--- config.mk ---
export PLATFORM = sky130hd
export DESIGN_NAME = amba_arbiter
export DESIGN_NICKNAME = d
export VERILOG_FILES = /design/src/rtl/amba_arbiter.sv
export SDC_FILE = /design/constraint.sdc
export NUM_CORES = 1
export LEC_CHECK = 0
export CORE_MARGIN = 5
export CORE_UTILIZATION = 41
export CTS_CLUSTER_SIZE = 12
export DETAILED_ROUTE_END_ITERATION = 6
export PLACE_DENSITY = 0.77
export SKIP_LAST_GASP = 1
export SLEW_MARGIN = 15
export SYNTH_ARGS = -nofsm -noshare
export SYNTH_HDL_FRONTEND = slang
export SYNTH_SLANG_ARGS = --single-unit
--- constraint.sdc ---
create_clock -name clk -period 1.95 [get_ports clk]
set_clock_uncertainty 0.05 [all_clocks]
set_input_delay 0.195 -clock clk [delete_from_list [all_inputs] [get_ports clk]]
set_output_delay 0.195 -clock clk [all_outputs]
set_load 0.05 [all_outputs]
--- src/rtl/amba_arbiter.sv ---
// Two-master round-robin bus arbiter in front of a single locked-handshake slave.
// Master 0 is the instruction-fetch port, master 1 the data port. One
// transaction is in flight at a time; the command is held until the slave
// raises and then drops isLocked, or until the timeout counter expires.
module amba_arbiter #(
    parameter int TIMEOUT = 15
) (
    input  logic        clk,
    input  logic        rst_n,

    input  logic        m0_read,
    input  logic        m0_write,
    input  logic [31:0] m0_addr,
    input  logic [31:0] m0_wdata,
    output logic [31:0] m0_rdata,
    output logic        m0_done,
    output logic        m0_err,

    input  logic        m1_read,
    input  logic        m1_write,
    input  logic [31:0] m1_addr,
    input  logic [31:0] m1_wdata,
    output logic [31:0] m1_rdata,
    output logic        m1_done,
    output logic        m1_err,

    output logic [31:0] Adress,
    output logic [31:0] WriteData,
    output logic        MemRead,
    output logic        MemWrite,
    input  logic [31:0] MemData,
    input  logic        isLocked
);

    typedef enum logic [1:0] {
        IDLE  = 2'b00,
        ISSUE = 2'b01,
        WAIT  = 2'b10,
        DONE  = 2'b11
    } state_t;

    // Last counter value before the abort fires, so ISSUE/WAIT last at most TIMEOUT cycles.
    localparam logic [3:0] TMO_LAST = 4'(TIMEOUT - 1);

    state_t      state_q;
    logic        last_q;      // master granted most recently (1 = master 1)
    logic        gnt_q;       // master owning the current transaction
    logic        wr_q;        // current transaction direction (1 = write)
    logic [3:0]  tmo_q;

    logic        req0_s;
    logic        req1_s;
    logic        win_s;
    logic        wr_sel_s;
    logic [31:0] addr_sel_s;
    logic [31:0] wdata_sel_s;
    logic        tmo_hit_s;

    // Arbitration: a master whose done/err is showing this cycle is ignored so a
    // request that is still held while the master reacts is not served twice.
    always_comb begin
        req0_s = (m0_read | m0_write) & ~(m0_done | m0_err);
        req1_s = (m1_read | m1_write) & ~(m1_done | m1_err);
        if (req0_s && req1_s) begin
            win_s = ~last_q;
        end else if (req1_s) begin
            win_s = 1'b1;
        end else begin
            win_s = 1'b0;
        end
        if (win_s) begin
            wr_sel_s    = m1_write;
            addr_sel_s  = m1_addr;
            wdata_sel_s = m1_wdata;
        end else begin
            wr_sel_s    = m0_write;
            addr_sel_s  = m0_addr;
            wdata_sel_s = m0_wdata;
        end
        tmo_hit_s = (tmo_q == TMO_LAST);
    end

    // Transaction FSM; every output is a register updated only on state transitions.
    always_ff @(posedge clk) begin
        if (!rst_n) begin
            state_q   <= IDLE;
            last_q    <= 1'b1;
            gnt_q     <= 1'b0;
            wr_q      <= 1'b0;
            tmo_q     <= 4'd0;
            Adress    <= 32'd0;
            WriteData <= 32'd0;
            MemRead   <= 1'b0;
            MemWrite  <= 1'b0;
            m0_rdata  <= 32'd0;
            m1_rdata  <= 32'd0;
            m0_done   <= 1'b0;
            m0_err    <= 1'b0;
            m1_done   <= 1'b0;
            m1_err    <= 1'b0;
        end else begin
            m0_done <= 1'b0;
            m0_err  <= 1'b0;
            m1_done <= 1'b0;
            m1_err  <= 1'b0;
            case (state_q)
                IDLE: begin
                    if (req0_s || req1_s) begin
                        gnt_q     <= win_s;
                        wr_q      <= wr_sel_s;
                        Adress    <= addr_sel_s;
                        WriteData <= wdata_sel_s;
                        MemWrite  <= wr_sel_s;
                        MemRead   <= ~wr_sel_s;
                        tmo_q     <= 4'd0;
                        state_q   <= ISSUE;
                    end
                end
                ISSUE: begin
                    if (isLocked) begin
                        tmo_q   <= 4'd0;
                        state_q <= WAIT;
                    end else if (tmo_hit_s) begin
                        MemRead  <= 1'b0;
                        MemWrite <= 1'b0;
                        if (gnt_q) begin
                            m1_err <= 1'b1;
                        end else begin
                            m0_err <= 1'b1;
                        end
                        last_q  <= gnt_q;
                        state_q <= IDLE;
                    end else begin
                        tmo_q <= tmo_q + 4'd1;
                    end
                end
                WAIT: begin
                    if (!isLocked) begin
                        state_q <= DONE;
                    end else if (tmo_hit_s) begin
                        MemRead  <= 1'b0;
                        MemWrite <= 1'b0;
                        if (gnt_q) begin
                            m1_err <= 1'b1;
                        end else begin
                            m0_err <= 1'b1;
                        end
                        last_q  <= gnt_q;
                        state_q <= IDLE;
                    end else begin
                        tmo_q <= tmo_q + 4'd1;
                    end
                end
                DONE: begin
                    MemRead  <= 1'b0;
                    MemWrite <= 1'b0;
                    if (gnt_q) begin
                        m1_done <= 1'b1;
                        if (!wr_q) begin
                            m1_rdata <= MemData;
                        end
                    end else begin
                        m0_done <= 1'b1;
                        if (!wr_q) begin
                            m0_rdata <= MemData;
                        end
                    end
                    last_q  <= gnt_q;
                    state_q <= IDLE;
                end
                default: begin
                    MemRead  <= 1'b0;
                    MemWrite <= 1'b0;
                    state_q  <= IDLE;
                end
            endcase
        end
    end

endmodule

==> run_results.csv <==
group,metric,value,unit
run_status,status,"finished, final reports clean",
place,place_area,0.00966,mm²
finish,final_cell_mix,"clkdlybuf4s50_1, dfxtp_1, nand2_1",
critical_path,path_buf_inv,1,
clock_tree,hold_buffers,0,
finish,mostFrequentLayoutCell,"clkdlybuf4s50_1",
timing,drv_slew,0,
finish,final_cell_area,0.0103,mm²
power_and_ir_drop,ir_drop,0.000590,V
place,place_hpwl,16200,µm
routing,vias,6192,
timing,worstMarginPinSlew,0.587,ns
routing,wl,22500,µm
grt,antenna_found_initial,2,
finish,syn2layout_area_growth,61.9,%
power_and_ir_drop,finalPower,8.61,mW
clock_tree,clkLatencyLatePin,0.41,ns
clock_tree,htree_levels,4,
yosys,synth_area_per_cell,9.32,µm²
yosys,async_reset_ff_share,0,%
critical_path,cpPeakStageDelay,0.84,ns
floorplanning,rows,45,
critical_path,crit_family,"buffers and inverters",
yosys,synthDistinctLibCells,50,
timing,hold_violations,0,
clock_tree,cts.sinks,143,
floorplanning,die_area,0.0181,mm²
yosys,synth_enable_flop_cells,0,
floorplanning,die_y,134,µm
yosys,yosys_warnings,0,
finish,drive_gt1_share,13.0,%
routing,drt_pass1_iterations,7,
power_and_ir_drop,powerDensity,838,mW/mm²
grt,grt_max_degree,68,
power_and_ir_drop,leakagePower,3.60,nW
critical_path,cp-end-kind,"output pin",
clock_tree,post_cts_resized,0,
yosys,synthCells,681,
floorplanning,ios,301,
timing,maxSlewHeadroom,60.8,%
place,io_buffers,300,
yosys,synth_area,0.00635,mm²
clock_tree,cts_root_buffer,"clkbuf_16",
critical_path,worst-setup-path-type,"register to output pin",
critical_path,cp_cell_sequence,"clkdlybuf4s50_1",
routing,wl_per_cell,19.2,µm
grt,track_usage,23.9,%
critical_path,required,1.70,ns
min_path,min_path_type,"primary input to register",
routing,routed_via_density,5.29,
routing,drc,0,
timing,clock.fmax,537,MHz
clock_tree,tritoncts,"done",
yosys,yosysSeqAreaShare,45.1,%
place,dp_cells,1138,
yosys,syn_nets,855,
critical_path,crit_path_start_kind,"register",
clock_tree,numCtsBuffers,17,
clock_tree,clock_path_buffers,2,
critical_path,worstPathMaxFanout,2,
grt,grt_pass1_vias,6011,
routing,first_iter_violations,277,
floorplanning,initial_core_util,41.7,%
place,gp_congestion,0.834,
clock_tree,path_clk_slew,0.06,ns
critical_path,crit_slowest_cell,"clkdlybuf4s50_1",
finish,final_nets,1144,
timing,finalCriticalPeriod,1.86,ns
yosys,ys_ff_latch,143,
yosys,synth_ff_type,"dfxtp_1",
finish,final_cells,1171,
timing,fin_crit_sh,95.5,%
floorplanning,dieWidth,134,µm
timing,setup_viol,0,
routing,drtAntennaViolNets,0,
critical_path,cp.arrival,1.62,ns
grt,grt-ovfl-total,0,
timing,rsz0062_at_grt,"false",
grt,grt_pass1_wl,33900,µm
floorplanning,core_area,0.0152,mm²
run,cap_violations,0,
per-layer routing:
metal  global-route usage, %  part of all wire [%]  up-vias
met1                    26.9                    39     2902
met3                    11.2                    11       40
met4                    8.77                   2.4        2
met5                       0                 0.058        -
li1                        -                     -     2991
met2                    39.9                    48      257
power by group:
group	switching, mW	internal, mW	leakage, nW	total [mW]
registers	0.105	3.11	1.17	3.21
logic	1.26	0.940	2.15	2.20
clock network	1.23	1.98	0.278	3.20
total	2.59	6.02	3.60	8.61
stage by stage:
stage / hold slack [ns] / setup TNS (ns) / util [%] / worst slack [ns]
after floorplan: 0.281 / 0 / - / 0.0343
after global placement: 0.390 / -7.13 / 63.6 / -0.173
after detailed placement: 0.396 / -9.52 / 63.6 / -0.229
after CTS: 0.285 / 0 / 67.4 / 0.0556
after global routing: 0.297 / 0 / 67.6 / 0.0127
final: 0.305 / 0 / 67.6 / 0.0872
flip-flops by register name (all words and copies together), names as in the netlist, 2 cells and up:
| name | cells |
|---|---|
| state_q | 2 |
| Adress | 32 |
| WriteData | 32 |
| m1_rdata | 32 |
| m0_rdata | 32 |
| tmo_q | 4 |
what timing repair did:
action	in CTS	in global routing
endpoints found under the setup margin	0	1
buffers inserted	0	0
hold endpoints to repair	0	0
worst paths after layout:
| kind | from | to | slack, ns | cells after the start |
|---|---|---|---|---|
| worst max register to register | m1_err$_SDFF_PN0_ | Adress[24]$_SDFFE_PN0P_ | 0.10 | 6 |
| worst min-delay path | MemData[10] | m1_rdata[10]$_SDFFE_PN0P_ | 0.31 | 3 |
| worst min register to register | m0_rdata[17]$_SDFFE_PN0P_ | m0_rdata[17]$_SDFFE_PN0P_ | 0.40 | 2 |
| worst max-delay path | WriteData[31]$_SDFFE_PN0P_ | WriteData[31] | 0.09 | 1 |
kinds of logic (layout without fill, tap and decap cells):
logic type | count (synthesis) | count (layout) | synth area share [%]
other cells | 0 | 1 | 0
compound gates | 225 | 225 | 25.6
simple gates | 174 | 174 | 11.6
fa+ha+maj | 7 | 7 | 1.38
buf+inv | 66 | 367 | 5.86
mux | 66 | 66 | 10.4
flops | 143 | 143 | 45.1
synthesized netlist by cell type (2+ instances only):
library cell | number | area (µm²)
o21a_1 | 2 | 15.0
buf_12 | 6 | 120
nor3b_1 | 4 | 30.0
a211oi_2 | 49 | 613
o21ai_0 | 3 | 15.0
o31a_1 | 2 | 17.5
buf_1 | 2 | 7.51
o22ai_1 | 3 | 18.8
nand3b_1 | 2 | 15.0
dfxtp_1 | 143 | 2860
nor2_1 | 9 | 33.8
nor3_1 | 3 | 15.0
inv_1 | 4 | 15.0
a21boi_0 | 3 | 22.5
and2_1 | 3 | 18.8
or2_1 | 2 | 12.5
buf_2 | 6 | 30.0
mux2i_1 | 65 | 651
nand3_1 | 5 | 25.0
a211oi_1 | 17 | 128
nor2b_1 | 2 | 12.5
a31oi_1 | 2 | 12.5
a21oi_1 | 133 | 666
buf_6 | 2 | 22.5
ha_1 | 7 | 87.6
nand2_1 | 135 | 507
clkbuf_1 | 44 | 165
layout make-up:
class	instances	area, µm²
Antenna cell	1	2.50
Clock buffer	22	474
Clock inverter	9	110
Fill cell	1237	4930
Inverter	5	21.3
Multi-Input combinational cell	472	3130
Sequential cell	143	2870
Tap cell	188	235
Timing Repair Buffer	331	3440
Note: power is estimated with default switching activity, not from simulation.
